[src/rtl/abr_masked_mult_pkg.sv]
// Shared types and helpers for the masked multiplier pipeline.
// Build option: define ABR_MASKED_MULT_REFRESH_EN to add the per-lane share refresh.
package abr_masked_mult_pkg;

   localparam int MAX_STAGES = 4;
   localparam int MAX_WIDTH  = 64;

   // Share pair held at the maximum supported width; narrower users zero-extend
   // and truncate back to their own WIDTH.
   typedef struct packed {
      logic [MAX_WIDTH-1:0] s1;
      logic [MAX_WIDTH-1:0] s0;
   } share_pair_t;

   // Recombines a share pair modulo 2^width. Only for observers (bench, checkers);
   // the datapath never recombines shares.
   function automatic logic [MAX_WIDTH-1:0] share_sum(input share_pair_t pair,
                                                      input int unsigned width);
      logic [MAX_WIDTH-1:0] sum_v;
      logic [MAX_WIDTH-1:0] mask_v;
      sum_v = pair.s0 + pair.s1;
      if (width >= MAX_WIDTH) begin
         mask_v = {MAX_WIDTH{1'b1}};
      end else begin
         mask_v = (64'd1 << width) - 64'd1;
      end
      return sum_v & mask_v;
   endfunction

endpackage

[src/rtl/abr_masked_mult_lane.sv]
// One multiplier lane: multiplies each arithmetic share of x by the public y,
// truncated to WIDTH bits. With ABR_MASKED_MULT_REFRESH_EN the product shares
// are re-masked with fresh randomness (+r on share 0, -r on share 1).
module abr_masked_mult_lane
   import abr_masked_mult_pkg::*;
#(
   parameter int WIDTH   = 24,
   parameter int Y_WIDTH = 12
)
(
   input  logic [WIDTH-1:0]   x0,
   input  logic [WIDTH-1:0]   x1,
   input  logic [Y_WIDTH-1:0] y,
   input  logic [WIDTH-1:0]   rnd,
   output logic [WIDTH-1:0]   z0,
   output logic [WIDTH-1:0]   z1
);

   logic [WIDTH-1:0] y_ext_s;
   logic [WIDTH-1:0] p0_s;
   logic [WIDTH-1:0] p1_s;

   assign y_ext_s = WIDTH'(y);

   // Per-share products, evaluated in WIDTH bits so the result is already mod 2^WIDTH.
   always_comb begin
      p0_s = x0 * y_ext_s;
      p1_s = x1 * y_ext_s;
   end

`ifdef ABR_MASKED_MULT_REFRESH_EN
   // Re-mask the product shares; the share sum is unchanged.
   always_comb begin
      z0 = p0_s + rnd;
      z1 = p1_s - rnd;
   end
`else
   logic unused_rnd_s;
   assign unused_rnd_s = ^rnd;

   // Product shares pass straight through.
   always_comb begin
      z0 = p0_s;
      z1 = p1_s;
   end
`endif

endmodule

[src/rtl/abr_masked_mult_pipe.sv]
// Elastic multi-lane pipeline of masked multipliers with valid/ready flow control,
// bubble collapsing and synchronous zeroize. Stage 1 captures the lane products;
// later stages are pure delay. Build option: ABR_MASKED_MULT_REFRESH_EN.
module abr_masked_mult_pipe
   import abr_masked_mult_pkg::*;
#(
   parameter int WIDTH   = 24,
   parameter int Y_WIDTH = 12,
   parameter int LANES   = 4,
   parameter int STAGES  = 2
)
(
   input  logic                       clk,
   input  logic                       rst_n,
   input  logic                       zeroize,
   input  logic                       in_valid_i,
   output logic                       in_ready_o,
   input  logic [LANES*2*WIDTH-1:0]   x_i,
   input  logic [LANES*Y_WIDTH-1:0]   y_i,
   input  logic [LANES*WIDTH-1:0]     rnd_i,
   output logic                       out_valid_o,
   input  logic                       out_ready_i,
   output logic [LANES*2*WIDTH-1:0]   z_o,
   output logic                       busy_o
);

   localparam int LW = 2 * WIDTH;
   localparam int DW = LANES * LW;

   logic [DW-1:0]     prod_s;
   logic [DW-1:0]     data_r   [STAGES];
   logic [DW-1:0]     up_data_s[STAGES];
   logic [STAGES-1:0] valid_r;
   logic [STAGES-1:0] up_valid_s;
   logic [STAGES-1:0] load_s;

   for (genvar k = 0; k < LANES; k++) begin : g_lane
      abr_masked_mult_lane #(
         .WIDTH   (WIDTH),
         .Y_WIDTH (Y_WIDTH)
      ) u_lane (
         .x0  (x_i[k*LW +: WIDTH]),
         .x1  (x_i[k*LW + WIDTH +: WIDTH]),
         .y   (y_i[k*Y_WIDTH +: Y_WIDTH]),
         .rnd (rnd_i[k*WIDTH +: WIDTH]),
         .z0  (prod_s[k*LW +: WIDTH]),
         .z1  (prod_s[k*LW + WIDTH +: WIDTH])
      );
   end

   // A stage may load when it, or any stage after it, is empty, or the output drains.
   always_comb begin : load_chain
      logic room_v;
      room_v = out_ready_i;
      load_s = '0;
      for (int s = STAGES - 1; s >= 0; s--) begin
         room_v    = room_v || !valid_r[s];
         load_s[s] = room_v;
      end
   end

   // Upstream source of each stage: the lane products feed stage 1.
   always_comb begin
      up_valid_s    = '0;
      up_valid_s[0] = in_valid_i;
      up_data_s[0]  = prod_s;
      for (int s = 1; s < STAGES; s++) begin
         up_valid_s[s] = valid_r[s-1];
         up_data_s[s]  = data_r[s-1];
      end
   end

   // Stage registers: zeroize beats any handshake; data only moves with a valid beat.
   always_ff @(posedge clk or negedge rst_n) begin
      if (!rst_n) begin
         valid_r <= '0;
         for (int s = 0; s < STAGES; s++) begin
            data_r[s] <= '0;
         end
      end else if (zeroize) begin
         valid_r <= '0;
         for (int s = 0; s < STAGES; s++) begin
            data_r[s] <= '0;
         end
      end else begin
         for (int s = 0; s < STAGES; s++) begin
            if (load_s[s]) begin
               valid_r[s] <= up_valid_s[s];
               if (up_valid_s[s]) begin
                  data_r[s] <= up_data_s[s];
               end
            end
         end
      end
   end

   assign in_ready_o  = load_s[0];
   assign out_valid_o = valid_r[STAGES-1];
   assign z_o         = data_r[STAGES-1];
   assign busy_o      = |valid_r;

endmodule

[config.mk]
export PLATFORM = sky130hd
export DESIGN_NAME = abr_masked_mult_pipe
export DESIGN_NICKNAME = d
export VERILOG_FILES = /design/src/rtl/abr_masked_mult_pkg.sv /design/src/rtl/abr_masked_mult_lane.sv /design/src/rtl/abr_masked_mult_pipe.sv
export SDC_FILE = /design/constraint.sdc
export NUM_CORES = 2
export LEC_CHECK = 0
export ABC_CLOCK_PERIOD_IN_PS = 1700
export BUFFER_PORTS_ARGS = -buffer_cell sky130_fd_sc_hd__buf_2
export CELL_PAD_IN_SITES_DETAIL_PLACEMENT = 0
export CELL_PAD_IN_SITES_GLOBAL_PLACEMENT = 1
export CORE_MARGIN = 1.5
export CORE_UTILIZATION = 35
export DETAILED_ROUTE_END_ITERATION = 10
export GPL_TIMING_DRIVEN = 0
export PLACE_DENSITY_LB_ADDON = 0.25
export SLEW_MARGIN = 10
export SYNTH_ARGS = -nofsm -noshare
export SYNTH_HDL_FRONTEND = slang
export SYNTH_SLANG_ARGS = --single-unit
[constraint.sdc]
create_clock -name clk -period 1.7 [get_ports clk]
set_input_delay 0.17 -clock clk [delete_from_list [all_inputs] [get_ports clk]]
set_output_delay 0.17 -clock clk [all_outputs]
set_load 0.01 [all_outputs]
======== Word-level counts from Yosys, hierarchy flattened ========
Index checks and enable logic that the tools add are counted.
storage, ports and cells
  register bits after elaboration ......... 386
  bits in latches ......................... 0
  RAM bits ................................ 0
  bits in read-only memories .............. 0
  output and inout bits ................... 195
  logic and storage cells ................. 31
  memories kept ........................... 0
operators by class
  add/sub/neg operators ................... 0
  $mul .................................... 8
  div/mod/pow operators ................... 0
  magnitude comparators ................... 0
  eq/ne operators ......................... 0
  shift operators ......................... 0
  muxes and demuxes ....................... 8
  bitwise logic cells ..................... 0
  reductions and logical operators ........ 11
operator list
  operator            count
  $mux W192           4
  $mux W384           1
  $mul A24 B12 Y24    8
  $reduce_bool A2 Y1  4
  $reduce_and A2 Y1   2
  $logic_not A1 Y1    2
  $logic_or A1 B1 Y1  2
  $mux W1             2
  $mux W2             1
  $reduce_or A2 Y1    1

======== Longest topological paths before layout ========
  depth in word-level cells ............... 5
  mapped depth ............................ 22

======== By module ========
Synthesis repeated with hierarchy kept, for this count alone.
unflattened totals
  cells, all modules ...................... 7,319
  area, all modules ....................... 65,955.8 sq um
modules (own cells, without submodules)
  module                                       instances  cells each  area an instance (sq um)  seq. area each (sq um)
  abr_masked_mult_lane (g_lane[1].u_lane ...)  2          1,557       12,710.9                  0.0
  abr_masked_mult_pipe                         1          1,059       14,981.9                  9,659.3
  abr_masked_mult_lane (g_lane[0].u_lane)      1          1,580       12,794.8                  0.0
  abr_masked_mult_lane (g_lane[3].u_lane)      1          1,566       12,757.2                  0.0

======== Worst setup path after synthesis ========
OpenSTA, ideal clock, no wires.
  kind .................................... input to register
  from .................................... input port y_i[42]
  to ...................................... register data_r[383] (netlist name)
  arrival ................................. 5.226 ns
  slack ................................... -3.647 ns
  stages .................................. 20
  cell sequence ........................... clkbuf_1 clkbuf_1 nand2_1 fa_1 inv_1 fa_1 fa_1 fa_1 inv_1 fa_1 inv_1 ha_1 a211o_1 or3_1 nor3_1 o31ai_1 a211oi_2 a21oi_1 xnor2_1 a22o_1
between the ends
  longest elaborated chain between the ends .. 4
RTL lines
  element                          line                        text
  from (decl)                      abr_masked_mult_pipe.sv:19  input logic [LANES*Y_WIDTH-1:0] y_i,
  $mul A24 B12 Y24                 abr_masked_mult_lane.sv:28  p1_s = x1 * y_ext_s;
  $mux W192                        abr_masked_mult_pipe.sv:89  if (up_valid_s[s]) begin
  $mux W192                        abr_masked_mult_pipe.sv:87  if (load_s[s]) begin
  $mux W384                        abr_masked_mult_pipe.sv:80  end else if (zeroize) begin
  to (signal, indexed assignment)  abr_masked_mult_pipe.sv:90  data_r[s] <= up_data_s[s];
  to (decl)                        abr_masked_mult_pipe.sv:31  logic [DW-1:0] data_r [STAGES];
Every way passes these cells. The select of a mux whose other input is x is not followed.
A chain may end at the register's enable or synchronous reset.

======== Worst setup path after layout ========
  from .................................... input port y_i[45]
  to ...................................... register data_r[383] (netlist name)
The elaborated chain is that of the path after synthesis.

==> impl_metrics.toml <==
[status]
status = "finished, violations left"
violations = "negative setup slack"

[critical_path]
worstReg2RegStart = "valid_r[1]$_DFFE_PN0P_"
crit_top_cell = "fa_1"
crit_start = "y_i[45]"
crit_fanout = 3
setup.worst_path.class = "input port to flip-flop"
end_kind = "flip-flop"
cp_slowest_stage_delay_ps = 540
path_cells = "buf_8 -> buf_8 -> clkbuf_16 -> and2_4 -> fa_1 -> fa_1 -> fa_1 -> fa_1 -> inv_2 -> fa_1 -> inv_2 -> ha_4 -> a211o_1 -> or3_4 -> nor3_4 -> o31ai_4 -> a211oi_2 -> a21oi_2 -> xnor2_4 -> a22o_1"
r2r_setup_slack_ps = -1360
critical_path_arrival_ps = 5500
slowest_stage = "fa_1"
critPathRequiredTime_ps = 2260
cp-endpoint = "data_r[383]$_DFFE_PN0P_"
cp-start-kind = "input port"
r2r_cells = 7
reg2reg_to = "data_r[214]$_DFFE_PN0P_"

[power_and_ir_drop]
power.density_nw_per_um2 = 2090
power.total_w = 0.174
ir_drop_uv = 3710
leakage_nw = 41.6

[yosys]
yosys_warnings = 0
synth_seq_cells = 386
synth_top_area_share_pct = 38.9
synth_edf_count = 0
ys_top_cells_by_count = "inv_1, nand2_1, fa_1"
avgSynthCellArea_um2 = 8.91
syn_nets = 9287
synth_area_leaders = "fa_1, dfrtp_1, inv_1, nand2_1, ha_1"
ys_seq_area_share_pct = 14.8
synth_flop_cell = "dfrtp_1"
synthArstFlopShare_pct = 100
synth_cell_types = 79
synth_largest_area_cell = "fa_1"
post-synth-top-count-cell = "inv_1"
synth_cells = 7346
synth_area_um2 = 65400

[timing]
min_period_ps = 4940
rsz0062_at_grt = "yes"
hold_viol = 0
hold_slack_ps = 43.0
setup_violations = 385
timing.final.ws_setup_ps = -3240
tightest_slew_ps = 1190
fmax_mhz = 202
slew_violations = 0
skew_ps = 34.9
fin_crit_sh_pct = 291
slew_headroom_pct = 20.8

[route]
dr.pass1.iters = 7
drtIter0Drc = 2533
wl_per_cell_um = 20.3
route.detailed.drc = 0
routed_wirelength_um = 215000
viasPerCell = 4.81
vias = 51000
drtAntennaViolNets = 0

[grt]
grt_use_total_pct = 22.8
grt.overflow.total = 0
antenna_found_initial = 11
grt_pass1_vias = 54800
grt_pass1_wl_um = 332000
grt_start_max_net_pins = 97

[placed_design]
numPortBuffers = 395
dp_hpwl_um = 172000
placed_cells = 10200
gp_congestion = 0.900
dp_slack_ps = -5010

[die]
core-area_um2 = 186000
start_util_pct = 35.2
die_x_um = 435
die_h_um = 435
die-area_um2 = 190000
core.rowCount = 158
ios = 536

[cts]
cts-buffers-inserted = 49
htree_num_levels = 2
cts-root-buf = "clkbuf_16"
clk_pin_slew_worst_paths_ps = 60
cts_tree = "done"
clockBufferDepth = 3
insertion_delay_ps = 680
cts_num_sinks = 386

[finish]
area_growth_pct = 27.2
drive_above_1_share_pct = 25.2
fin_cells = 10600
finalNetCount = 10000

[worst_hold_path]
min_from = "y_i[12]"
hold_path_class = "input port to flip-flop"

[flow_run]
drv_cap = 0
==> worst min-delay path by stage <==
stage          cells past startpoint                 endpoint
2_1_floorplan                      0  data_r[192]$_DFFE_PN0P_
5_1_grt                            3  data_r[240]$_DFFE_PN0P_
6_report                           3  data_r[240]$_DFFE_PN0P_
3_5_place_dp                       1  data_r[381]$_DFFE_PN0P_
3_3_place_gp                       2   valid_r[1]$_DFFE_PN0P_
4_1_cts                            3  data_r[240]$_DFFE_PN0P_
==> per-layer routing <==
| metal | vias up | routed length, um | GRT usage [%] |
|---|---|---|---|
| met4 | 0 | 8220 | 7.93 |
| li1 | 23100 | - | - |
| met5 | - | 0 | 0 |
| met3 | 235 | 8420 | 1.94 |
| met1 | 26500 | 95900 | 31.4 |
| met2 | 1141 | 102000 | 37.6 |
==> cells in the final DEF (no fill, tap or decap), types with 28 or more instances in the layout <==
cell | synthesis | layout
inv_1 | 1602 | 1488
nand2_1 | 1522 | 1373
fa_1 | 1272 | 1190
buf_4 | 192 | 400
and2_1 | 414 | 386
dfrtp_1 | 386 | 386
buf_2 | 1 | 357
a22o_1 | 253 | 253
ha_1 | 328 | 202
xnor2_1 | 200 | 177
clkbuf_16 | 0 | 148
inv_2 | 0 | 114
ha_4 | 0 | 105
o21ai_1 | 72 | 103
clkbuf_1 | 383 | 83
fa_2 | 0 | 82
buf_6 | 0 | 79
nand2_4 | 0 | 78
xor2_1 | 86 | 78
nand2_2 | 0 | 71
clkbuf_2 | 1 | 64
buf_8 | 0 | 61
nor2_1 | 74 | 57
clkbuf_8 | 1 | 54
a21oi_2 | 2 | 50
buf_12 | 0 | 38
o21ai_2 | 1 | 36
a21o_1 | 34 | 32
clkbuf_4 | 1 | 28
and2_4 | 0 | 28
==> through the flow <==
step                util [%]  area (um^2)  setup TNS [ps]
floorplan                  -        69600         -377740
global placement        40.2        74700        -3674160
detailed placement      40.3        74900         -632010
CTS                     43.7        81000         -477720
global route            44.8        83200         -532820
finish                  44.8        83200         -468880
==> state kept, by name, summed over array words and instances, names as in the netlist <==
register,flops
valid_r,2
data_r,192
z_o,192
==> what timing repair did <==
action                     CTS  global route
hold endpoints to repair   304             0
buffers inserted           160           103
pin swaps                  282           264
setup endpoints to repair  386           386
resized for setup          686           446
cloned                       3             9
hold buffers                18             0
==> power breakdown <==
| group | switching [W] | total, W | internal, W |
|---|---|---|---|
| clock network | 0.00465 | 0.0108 | 0.00610 |
| logic | 0.0800 | 0.151 | 0.0712 |
| registers | 0.000964 | 0.0119 | 0.0110 |
==> kinds of logic (layout without fill, tap and decap cells) <==
logic type	after synthesis	count (layout)	synth area share (%)
buffers and inverters	2200	2961	13.7
xor gates and xnor gates	286	286	3.83
muxes	2	2	0.0306
and+or+nand+nor	2155	2155	14.4
DFF	386	386	14.8
AOI/OAI and AO/OA	717	717	7.98
other	0	10	0
adders and majority gates	1600	1600	45.2
==> critical path, delay by kind of cell <==
family / cells / cell delay [ps]
fa+ha+maj: 6 / 2740
compound gates: 5 / 980
xor+xnor: 1 / 410
simple gates: 3 / 730
buf+inv: 5 / 450
==> layout make-up <==
class	count	area, um^2
plain buffers	584	6410
well taps	2480	3100
fillers	18200	102000
repair buffers	689	5230
clock buffers	68	1400
diodes	10	25.0
multi-input cells	4760	51100
flip-flops and latches	386	9660
clock inverters	18	214
inverters	1602	6010
No activity file was read; power rests on OpenSTA's default activity.
